File: src/rtl/neuron_layer_sequencer_if.sv
// Bus bundle between the layer sequencer, the layer controller, operand/bias memories and the neuron unit.
// The cycle_cnt signal is present only when SEQ_PERF_CNT_EN is defined.
interface neuron_layer_sequencer_if #(
  parameter int N_NEURONS = 8,
  parameter int ADDR_W    = 11
);
  logic                 start;
  logic                 abort;
  logic                 busy;
  logic                 done;
  logic [N_NEURONS-1:0] out_vec;
  logic                 mem_rd_en;
  logic [ADDR_W-1:0]    mem_addr;
  logic [11:0]          mem_rdata;
  logic                 bias_rd_en;
  logic [7:0]           bias_addr;
  logic [12:0]          bias_rdata;
  logic [107:0]         ac_in;
  logic [12:0]          ac_bias;
  logic                 ac_out;
`ifdef SEQ_PERF_CNT_EN
  logic [15:0]          cycle_cnt;

  modport master (
    input  start, abort, mem_rdata, bias_rdata, ac_out,
    output busy, done, out_vec, mem_rd_en, mem_addr, bias_rd_en, bias_addr,
           ac_in, ac_bias, cycle_cnt
  );

  modport slave (
    output start, abort, mem_rdata, bias_rdata, ac_out,
    input  busy, done, out_vec, mem_rd_en, mem_addr, bias_rd_en, bias_addr,
           ac_in, ac_bias, cycle_cnt
  );
`else
  modport master (
    input  start, abort, mem_rdata, bias_rdata, ac_out,
    output busy, done, out_vec, mem_rd_en, mem_addr, bias_rd_en, bias_addr,
           ac_in, ac_bias
  );

  modport slave (
    output start, abort, mem_rdata, bias_rdata, ac_out,
    input  busy, done, out_vec, mem_rd_en, mem_addr, bias_rd_en, bias_addr,
           ac_in, ac_bias
  );
`endif
endinterface

File: src/rtl/neuron_layer_sequencer.sv
// Time-multiplexes one shared 9-input neuron unit over N_NEURONS neurons, collecting results in out_vec.
// Define SEQ_PERF_CNT_EN to add the saturating busy-cycle counter cycle_cnt.
module neuron_layer_sequencer #(
  parameter int N_NEURONS = 8,
  parameter int ADDR_W    = 11,
  parameter int CMP_LAT   = 1
) (
  input  logic                     clk,
  input  logic                     rst,
  neuron_layer_sequencer_if.master bus
);

  localparam int NW = (N_NEURONS > 1) ? $clog2(N_NEURONS) : 1;
  localparam int LW = (CMP_LAT > 1) ? $clog2(CMP_LAT) : 1;
  localparam logic [NW-1:0] LAST_NEURON = NW'(N_NEURONS - 1);
  localparam logic [LW-1:0] LAST_WAIT   = LW'(CMP_LAT - 1);

  localparam logic [2:0] S_IDLE  = 3'd0;
  localparam logic [2:0] S_FETCH = 3'd1;
  localparam logic [2:0] S_DRAIN = 3'd2;
  localparam logic [2:0] S_EVAL  = 3'd3;
  localparam logic [2:0] S_STORE = 3'd4;
  localparam logic [2:0] S_DONE  = 3'd5;

  logic [2:0]           state;
  logic [NW-1:0]        neuron;
  logic [3:0]           k;
  logic [LW-1:0]        wait_cnt;
  logic [ADDR_W-1:0]    addr_cnt;
  logic [N_NEURONS-1:0] out_vec;
  logic [107:0]         ac_in;
  logic [12:0]          ac_bias;
  logic                 capture;
  logic [3:0]           cap_idx;

  // Operands of a neuron are contiguous, so the address simply runs 0..9*N-1 across the layer.
  always_ff @(posedge clk or posedge rst) begin
    if (rst) begin
      state    <= S_IDLE;
      neuron   <= '0;
      k        <= '0;
      wait_cnt <= '0;
      addr_cnt <= '0;
      out_vec  <= '0;
    end else if (bus.abort && (state != S_IDLE)) begin
      state   <= S_IDLE;
      out_vec <= '0;
    end else begin
      case (state)
        S_IDLE: begin
          if (bus.start) begin
            state    <= S_FETCH;
            neuron   <= '0;
            k        <= '0;
            addr_cnt <= '0;
            out_vec  <= '0;
          end
        end
        S_FETCH: begin
          addr_cnt <= addr_cnt + ADDR_W'(1);
          if (k == 4'd8) begin
            k     <= '0;
            state <= S_DRAIN;
          end else begin
            k <= k + 4'd1;
          end
        end
        S_DRAIN: begin
          wait_cnt <= '0;
          state    <= S_EVAL;
        end
        S_EVAL: begin
          if (wait_cnt == LAST_WAIT) begin
            state <= S_STORE;
          end else begin
            wait_cnt <= wait_cnt + LW'(1);
          end
        end
        S_STORE: begin
          for (int i = 0; i < N_NEURONS; i++) begin
            if (neuron == NW'(i)) begin
              out_vec[i] <= bus.ac_out;
            end
          end
          if (neuron == LAST_NEURON) begin
            state <= S_DONE;
          end else begin
            neuron <= neuron + NW'(1);
            k      <= '0;
            state  <= S_FETCH;
          end
        end
        S_DONE: begin
          state <= S_IDLE;
        end
        default: begin
          state <= S_IDLE;
        end
      endcase
    end
  end

  // Memory data lags its read by one cycle: read k lands in the k+1 cycle, read 8 in DRAIN.
  assign capture = ((state == S_FETCH) && (k != 4'd0)) || (state == S_DRAIN);
  assign cap_idx = (state == S_DRAIN) ? 4'd8 : (k - 4'd1);

  always_ff @(posedge clk or posedge rst) begin
    if (rst) begin
      ac_in   <= '0;
      ac_bias <= '0;
    end else begin
      if (capture) begin
        for (int i = 0; i < 9; i++) begin
          if (cap_idx == 4'(i)) begin
            ac_in[i*12 +: 12] <= bus.mem_rdata;
          end
        end
      end
      if ((state == S_FETCH) && (k == 4'd1)) begin
        ac_bias <= bus.bias_rdata;
      end
    end
  end

`ifdef SEQ_PERF_CNT_EN
  logic [15:0] cycle_cnt;

  always_ff @(posedge clk or posedge rst) begin
    if (rst) begin
      cycle_cnt <= '0;
    end else if ((state == S_IDLE) && bus.start) begin
      cycle_cnt <= '0;
    end else if ((state != S_IDLE) && (cycle_cnt != 16'hFFFF)) begin
      cycle_cnt <= cycle_cnt + 16'd1;
    end
  end

  assign bus.cycle_cnt = cycle_cnt;
`endif

  assign bus.busy       = (state != S_IDLE);
  assign bus.done       = (state == S_DONE);
  assign bus.out_vec    = out_vec;
  assign bus.mem_rd_en  = (state == S_FETCH);
  assign bus.mem_addr   = (state == S_FETCH) ? addr_cnt : '0;
  assign bus.bias_rd_en = (state == S_FETCH) && (k == 4'd0);
  assign bus.bias_addr  = ((state == S_FETCH) && (k == 4'd0)) ? 8'(neuron) : 8'd0;
  assign bus.ac_in      = ac_in;
  assign bus.ac_bias    = ac_bias;

endmodule

File: src/flat_wrapper.sv
// flat-port wrapper written by rule: the top's interface ports become plain ports
module neuron_layer_sequencer_flat 
#(
  parameter int N_NEURONS = 8,
  parameter int ADDR_W    = 11,
  parameter int CMP_LAT   = 1
)
  (clk, rst, bus_start, bus_abort, bus_mem_rdata, bus_bias_rdata, bus_ac_out, bus_busy, bus_done, bus_out_vec, bus_mem_rd_en, bus_mem_addr, bus_bias_rd_en, bus_bias_addr, bus_ac_in, bus_ac_bias);
  neuron_layer_sequencer_if #(.N_NEURONS(N_NEURONS), .ADDR_W(ADDR_W)) bus_i ();
  input  logic clk;
  input  logic rst;
  input wire logic [$bits(bus_i.start)-1:0] bus_start;
  input wire logic [$bits(bus_i.abort)-1:0] bus_abort;
  input wire logic [$bits(bus_i.mem_rdata)-1:0] bus_mem_rdata;
  input wire logic [$bits(bus_i.bias_rdata)-1:0] bus_bias_rdata;
  input wire logic [$bits(bus_i.ac_out)-1:0] bus_ac_out;
  output wire logic [$bits(bus_i.busy)-1:0] bus_busy;
  output wire logic [$bits(bus_i.done)-1:0] bus_done;
  output wire logic [$bits(bus_i.out_vec)-1:0] bus_out_vec;
  output wire logic [$bits(bus_i.mem_rd_en)-1:0] bus_mem_rd_en;
  output wire logic [$bits(bus_i.mem_addr)-1:0] bus_mem_addr;
  output wire logic [$bits(bus_i.bias_rd_en)-1:0] bus_bias_rd_en;
  output wire logic [$bits(bus_i.bias_addr)-1:0] bus_bias_addr;
  output wire logic [$bits(bus_i.ac_in)-1:0] bus_ac_in;
  output wire logic [$bits(bus_i.ac_bias)-1:0] bus_ac_bias;
  assign bus_i.start = bus_start;
  assign bus_i.abort = bus_abort;
  assign bus_i.mem_rdata = bus_mem_rdata;
  assign bus_i.bias_rdata = bus_bias_rdata;
  assign bus_i.ac_out = bus_ac_out;
  assign bus_busy = bus_i.busy;
  assign bus_done = bus_i.done;
  assign bus_out_vec = bus_i.out_vec;
  assign bus_mem_rd_en = bus_i.mem_rd_en;
  assign bus_mem_addr = bus_i.mem_addr;
  assign bus_bias_rd_en = bus_i.bias_rd_en;
  assign bus_bias_addr = bus_i.bias_addr;
  assign bus_ac_in = bus_i.ac_in;
  assign bus_ac_bias = bus_i.ac_bias;
  neuron_layer_sequencer #(.N_NEURONS(N_NEURONS), .ADDR_W(ADDR_W), .CMP_LAT(CMP_LAT)) u_core (.clk(clk), .rst(rst), .bus(bus_i));
endmodule
File: config.mk
export PLATFORM = sky130hd
export DESIGN_NAME = neuron_layer_sequencer_flat
export DESIGN_NICKNAME = d
export VERILOG_FILES = /design/src/rtl/neuron_layer_sequencer_if.sv /design/src/rtl/neuron_layer_sequencer.sv /design/src/flat_wrapper.sv
export SDC_FILE = /design/constraint.sdc
export NUM_CORES = 1
export LEC_CHECK = 0
export ABC_AREA = 1
export CORE_ASPECT_RATIO = 0.8
export CORE_MARGIN = 2
export CORE_UTILIZATION = 49
export CTS_CLUSTER_SIZE = 30
export DETAILED_ROUTE_END_ITERATION = 10
export PLACE_DENSITY = 0.89
export SYNTH_ARGS = -nofsm -noshare
export SYNTH_HDL_FRONTEND = slang
export SYNTH_SLANG_ARGS = --single-unit
File: constraint.sdc
create_clock -name clk -period 6.5 [get_ports clk]
set_input_delay 1.3 -clock clk [delete_from_list [all_inputs] [get_ports clk]]
set_output_delay 1.3 -clock clk [all_outputs]
set_load 0.1 [all_outputs]
**Word level (Yosys, flattened, before mapping)**

Cells that the tools add are included.

- Word-level logic and storage cells: 133
- Output and inout port bits: 152
- Bits in registers: 151
- Input bits: 30

- Add/sub/neg operators: 5
- Reduce and logical (&&, ||, !) cells: 38
- Mux-type cells: 31
- Equal/unequal tests: 35
- Bitwise logic cells: 1

Operators by type and width:

| kind | count |
|---|---|
| $reduce_and 3->1 | 10 |
| $ne 3x1->1 const B | 9 |
| $mux 3 | 8 |
| $mux 11 | 2 |
| $pmux 11 s2 | 1 |
| $reduce_and 2->1 | 10 |
| $eq 3x3->1 const B | 6 |
| $eq 4x3->1 const B | 4 |
| $mux 4 | 4 |
| $mux 8 | 2 |
| $pmux 8 s2 | 1 |
| $pmux 3 s5 | 1 |
| $eq 3x2->1 const B | 4 |
| $pmux 4 s3 | 1 |
| $add 11x1->11 const B | 1 |
| $mux 1 | 9 |
| $reduce_bool 3->1 | 3 |
| $eq 4x1->1 const B | 2 |
| $eq 4x2->1 const B | 2 |
| $eq 4x4->1 const B | 2 |
| $logic_not 4->1 | 2 |
| $reduce_and 4->1 | 2 |
| $eq 3x1->1 const B | 2 |
| $logic_not 3->1 | 2 |
| other kinds (14) | 20 |

**Depth between registers and ports, before layout**

- Depth in word-level cells: 4
- Mapped depth: 11
- Gate-level depth less buffers: 10

**Least setup slack after synthesis**

Ideal clock, no wire load.

- Kind: register to output
- From: reg u_core.k[0]
- To: out bus_bias_addr[0]
- Slack: 1.491 ns
- Required time: 5.200 ns
- Stages on the path, launching flop included: 7
- Path buffers: 0
- Arrival time: 3.709 ns
- Cell sequence: dfrtp_1 > inv_2 > ha_1 > nand2_1 > nor2_1 > inv_1 > nor2_1

- Word-level cells in the longest chain between the ends: 3

RTL lines:

| element | line | source |
|---|---|---|
| start: declaration | neuron_layer_sequencer.sv:27 | `logic [3:0] k;` |
| start signal: assignment | neuron_layer_sequencer.sv:65 | `k <= k + 4'd1;` |
| $logic_not 4->1 | - |  |
| $logic_and 1x1->1 | - |  |
| named net bus_bias_rd_en | flat_wrapper.sv:22 | `output wire logic [$bits(bus_i.bias_rd_en)-1:0] bus_bias_rd_en;` |
| $mux 3 | neuron_layer_sequencer.sv:147 | `assign bus.bias_addr = ((state == S_FETCH) && (k == 4'd0)) ? 8'(neuron) : 8'd0;` |
| end: declaration | flat_wrapper.sv:23 | `output wire logic [$bits(bus_i.bias_addr)-1:0] bus_bias_addr;` |

The timed path passes the listed nets, and every way through them passes these cells.

**Worst setup path after layout**

- From: reg u_core.state[2]
- To: out bus_mem_rd_en

- Word-level cells in the longest chain between the ends: 1

RTL lines:

| element | line | source |
|---|---|---|
| start: declaration | neuron_layer_sequencer.sv:25 | `logic [2:0] state;` |
| start signal: assignment | neuron_layer_sequencer.sv:39 | `state <= S_IDLE;` |
| start signal: assignment | neuron_layer_sequencer.sv:46 | `state <= S_IDLE;` |
| start signal: assignment | neuron_layer_sequencer.sv:52 | `state <= S_FETCH;` |
| $eq 3x1->1 | neuron_layer_sequencer.sv:144 | `assign bus.mem_rd_en = (state == S_FETCH);` |
| end: declaration | flat_wrapper.sv:20 | `output wire logic [$bits(bus_i.mem_rd_en)-1:0] bus_mem_rd_en;` |

Every way passes these cells.

==> flow_metrics.tcl <==
set metrics [dict create \
    outcome "complete, no violations" \
    met3_usage_pct 5.63 \
    critical_path_class "register to primary output" \
    row_count 38 \
    finalWorstSetupSlack_ns 2.19 \
    clkTransAtPathRegs_ns 0.06 \
    die_x_microns 135 \
    register_area_sq_um 3750 \
    ctsHoldBuffers 0 \
    critPathMaxFanout 15 \
    die_y_microns 109 \
    areaGrowthSynthToFinish_pct 35.1 \
    drive_above_1_share_pct 5.27 \
    cts_setup_buffers 0 \
    final_max_slew_viol_count 0 \
    cts-root-buf "clkbuf_16" \
    via_per_inst 5.24 \
    postRouteAntennaNets 0 \
    use_met1_pct 35.5 \
    critPathCaptureType "primary output" \
    drc 0 \
    cp.arrival_ns 3.01 \
    worst_ep_required_time_ns 5.20 \
    portBuffers 176 \
    grt_max_degree 88 \
    synth_flop_cell "dfrtp_1" \
    antenna_found_initial 0 \
    cp-start-kind "register" \
    grt_most_used_layer "met2" \
    slew_headroom_pct 25.2 \
    vias 6021 \
    yosysWarnings 0 \
    pre_cts_slack_ns 2.61 \
    routed_wl_microns 17700 \
    grt_pass1_wl_microns 28600 \
    yosysTopAreaCellShare_pct 55.8 \
    grt_pass1_vias 5508 \
    drtIter0Drc 549 \
    fill_cells 1095 \
    clk_latency_ns 0.41 \
    finalHoldViolations 0 \
    initial_core_util_pct 49.8 \
    cts.sinks 150 \
    io_pins 182 \
    min_period_ns 4.31 \
    min_period_over_period_pct 66.2 \
    maxCapViolations 0 \
    wl_per_cell_microns 15.4 \
    use_met2_pct 37.8 \
    grt-ovfl-total 0 \
    syn_area_per_cell_sq_um 8.36 \
    synth_cells 804 \
    synth_seq_cells 150 \
    core_area_sq_um 13500 \
    n_antenna_cell 0 \
    worstMarginPinSlew_ns 1.12 \
    synth_edf_count 0 \
    cts_buffers 17 \
    netlist_area_sq_um 6720 \
    hold_path_class "register to register" \
    async_reset_ff_share_pct 100 \
    yosysTopAreaCell "dfrtp_1" \
    yosys-top-cells-area "dfrtp_1 (56%), nand2_1 (16%), nand3_1 (7.4%)" \
    rsz0062_at_grt "no" \
    track_usage_pct 24.9 \
    fin_hold_ws_ns 0.470 \
    final.setup.tns_ns 0 \
    skew_ns 0.0130 \
    h-tree-depth 4 \
    setup_viol 0 \
    dieArea_sq_um 14700 \
    cts_tree "done" \
    cts-resized-gates 0 \
    nets 995 \
    yosys.cell_types.count 27 \
    multi_input_area_sq_um 2480 \
    yosysSeqAreaShare_pct 55.8 \
    dp_hpwl_microns 12000 \
    max_freq_ghz 0.232 \
    place.gp.congestion 0.894 \
    drtPass1Iterations 5 \
    clockBufferDepth 2 \
]
-- path summary, 6_finish.rpt --
| check | startpoint | to | slack, ns | depth (start not counted) |
|---|---|---|---|---|
| worst max-delay path | u_core.state[2] | bus_mem_rd_en | 2.19 | 4 |
| worst min-delay path | u_core.bus.ac_in[38] | u_core.bus.ac_in[38] | 0.47 | 2 |
| worst max register to register | u_core.k[0] | u_core.bus.ac_in[66] | 3.37 | 10 |
| worst min register to register | u_core.bus.ac_in[38] | u_core.bus.ac_in[38] | 0.47 | 2 |
| max in group asynchronous | rst | u_core.bus.ac_in[30] | 3.80 | 3 |
| min in group asynchronous | rst | u_core.bus.ac_bias[3] | 1.40 | 2 |
-- worst max-delay path, cell delays in order (launching register included) --
cell	delay (ns)
dfrtp_1	0.42
nor2_2	0.18
nand2_1	0.31
inv_1	0.47
clkdlybuf4s50_1	1.22
-- cells in the mapped netlist (all sizes together) (3+ instances only) --
cell    count
buf        38
ha         10
nand3     102
inv        64
nor3        6
o21ai      62
o211ai      5
clkbuf     14
nor2       32
nand2     295
nand4      20
dfrtp     150
nand3b      3
-- layer usage --
metal	wire length [microns]	share of wire [%]	up-vias
li1	-	-	2865
met1	7750	44	2880
met2	8240	46	250
met3	1440	8.1	26
met4	301	1.7	0
met5	0	0	-
-- registers in the layout (all words and copies together), names as in the netlist --
register and cells:
u_core.state 3, u_core.neuron 3, u_core.bus.ac_in 108, u_core.addr_cnt 11
u_core.k 4, u_core.bus.out_vec 8, u_core.bus.ac_bias 13
-- metrics by stage --
| stage | area [sq um] | util, % | std cells |
|---|---|---|---|
| detailed placement | 8500 | 62.9 | 1116 |
| CTS | 9080 | 67.3 | 1148 |
| floorplan | 6740 | - | 808 |
| global placement | 8500 | 62.9 | 1116 |
| finish | 9080 | 67.3 | 1148 |
| global route | 9080 | 67.3 | 1148 |
-- cell type report --
class                      count  area share (%)
timing repair buffer         180            19.7
sequential                   150            41.3
inverter                      64            2.70
clock buffer                  19            4.99
clock inverter                13            1.47
multi-input combinational    542            27.3
tap                          180            2.48
-- cell families after synthesis --
logic type,Yosys count,share of synthesized area (%)
adder cells (fa/ha/maj),10,1.86
buffers and inverters,116,7.46
XOR/XNOR,1,0.130
flip-flops,150,55.8
AO/OA/AOI/OAI,68,5.34
other,1,0.0558
AND/OR/NAND/NOR,458,29.3
-- cell usage in the layout, fill, tap and decap left out, types with 10 or more instances in the layout --
cell,synthesis,routed
nand2_1,293,293
clkdlybuf4s50_1,0,176
dfrtp_1,150,150
nand3_1,100,100
inv_1,60,59
o21ai_0,37,37
nor2_1,29,29
o21ai_1,24,24
nand4_1,20,20
clkbuf_16,0,17
ha_1,10,10
Power is left out: the tool's default activity adds up to more than one toggle a clock period on the data nets, which glitch-free logic cannot reach.
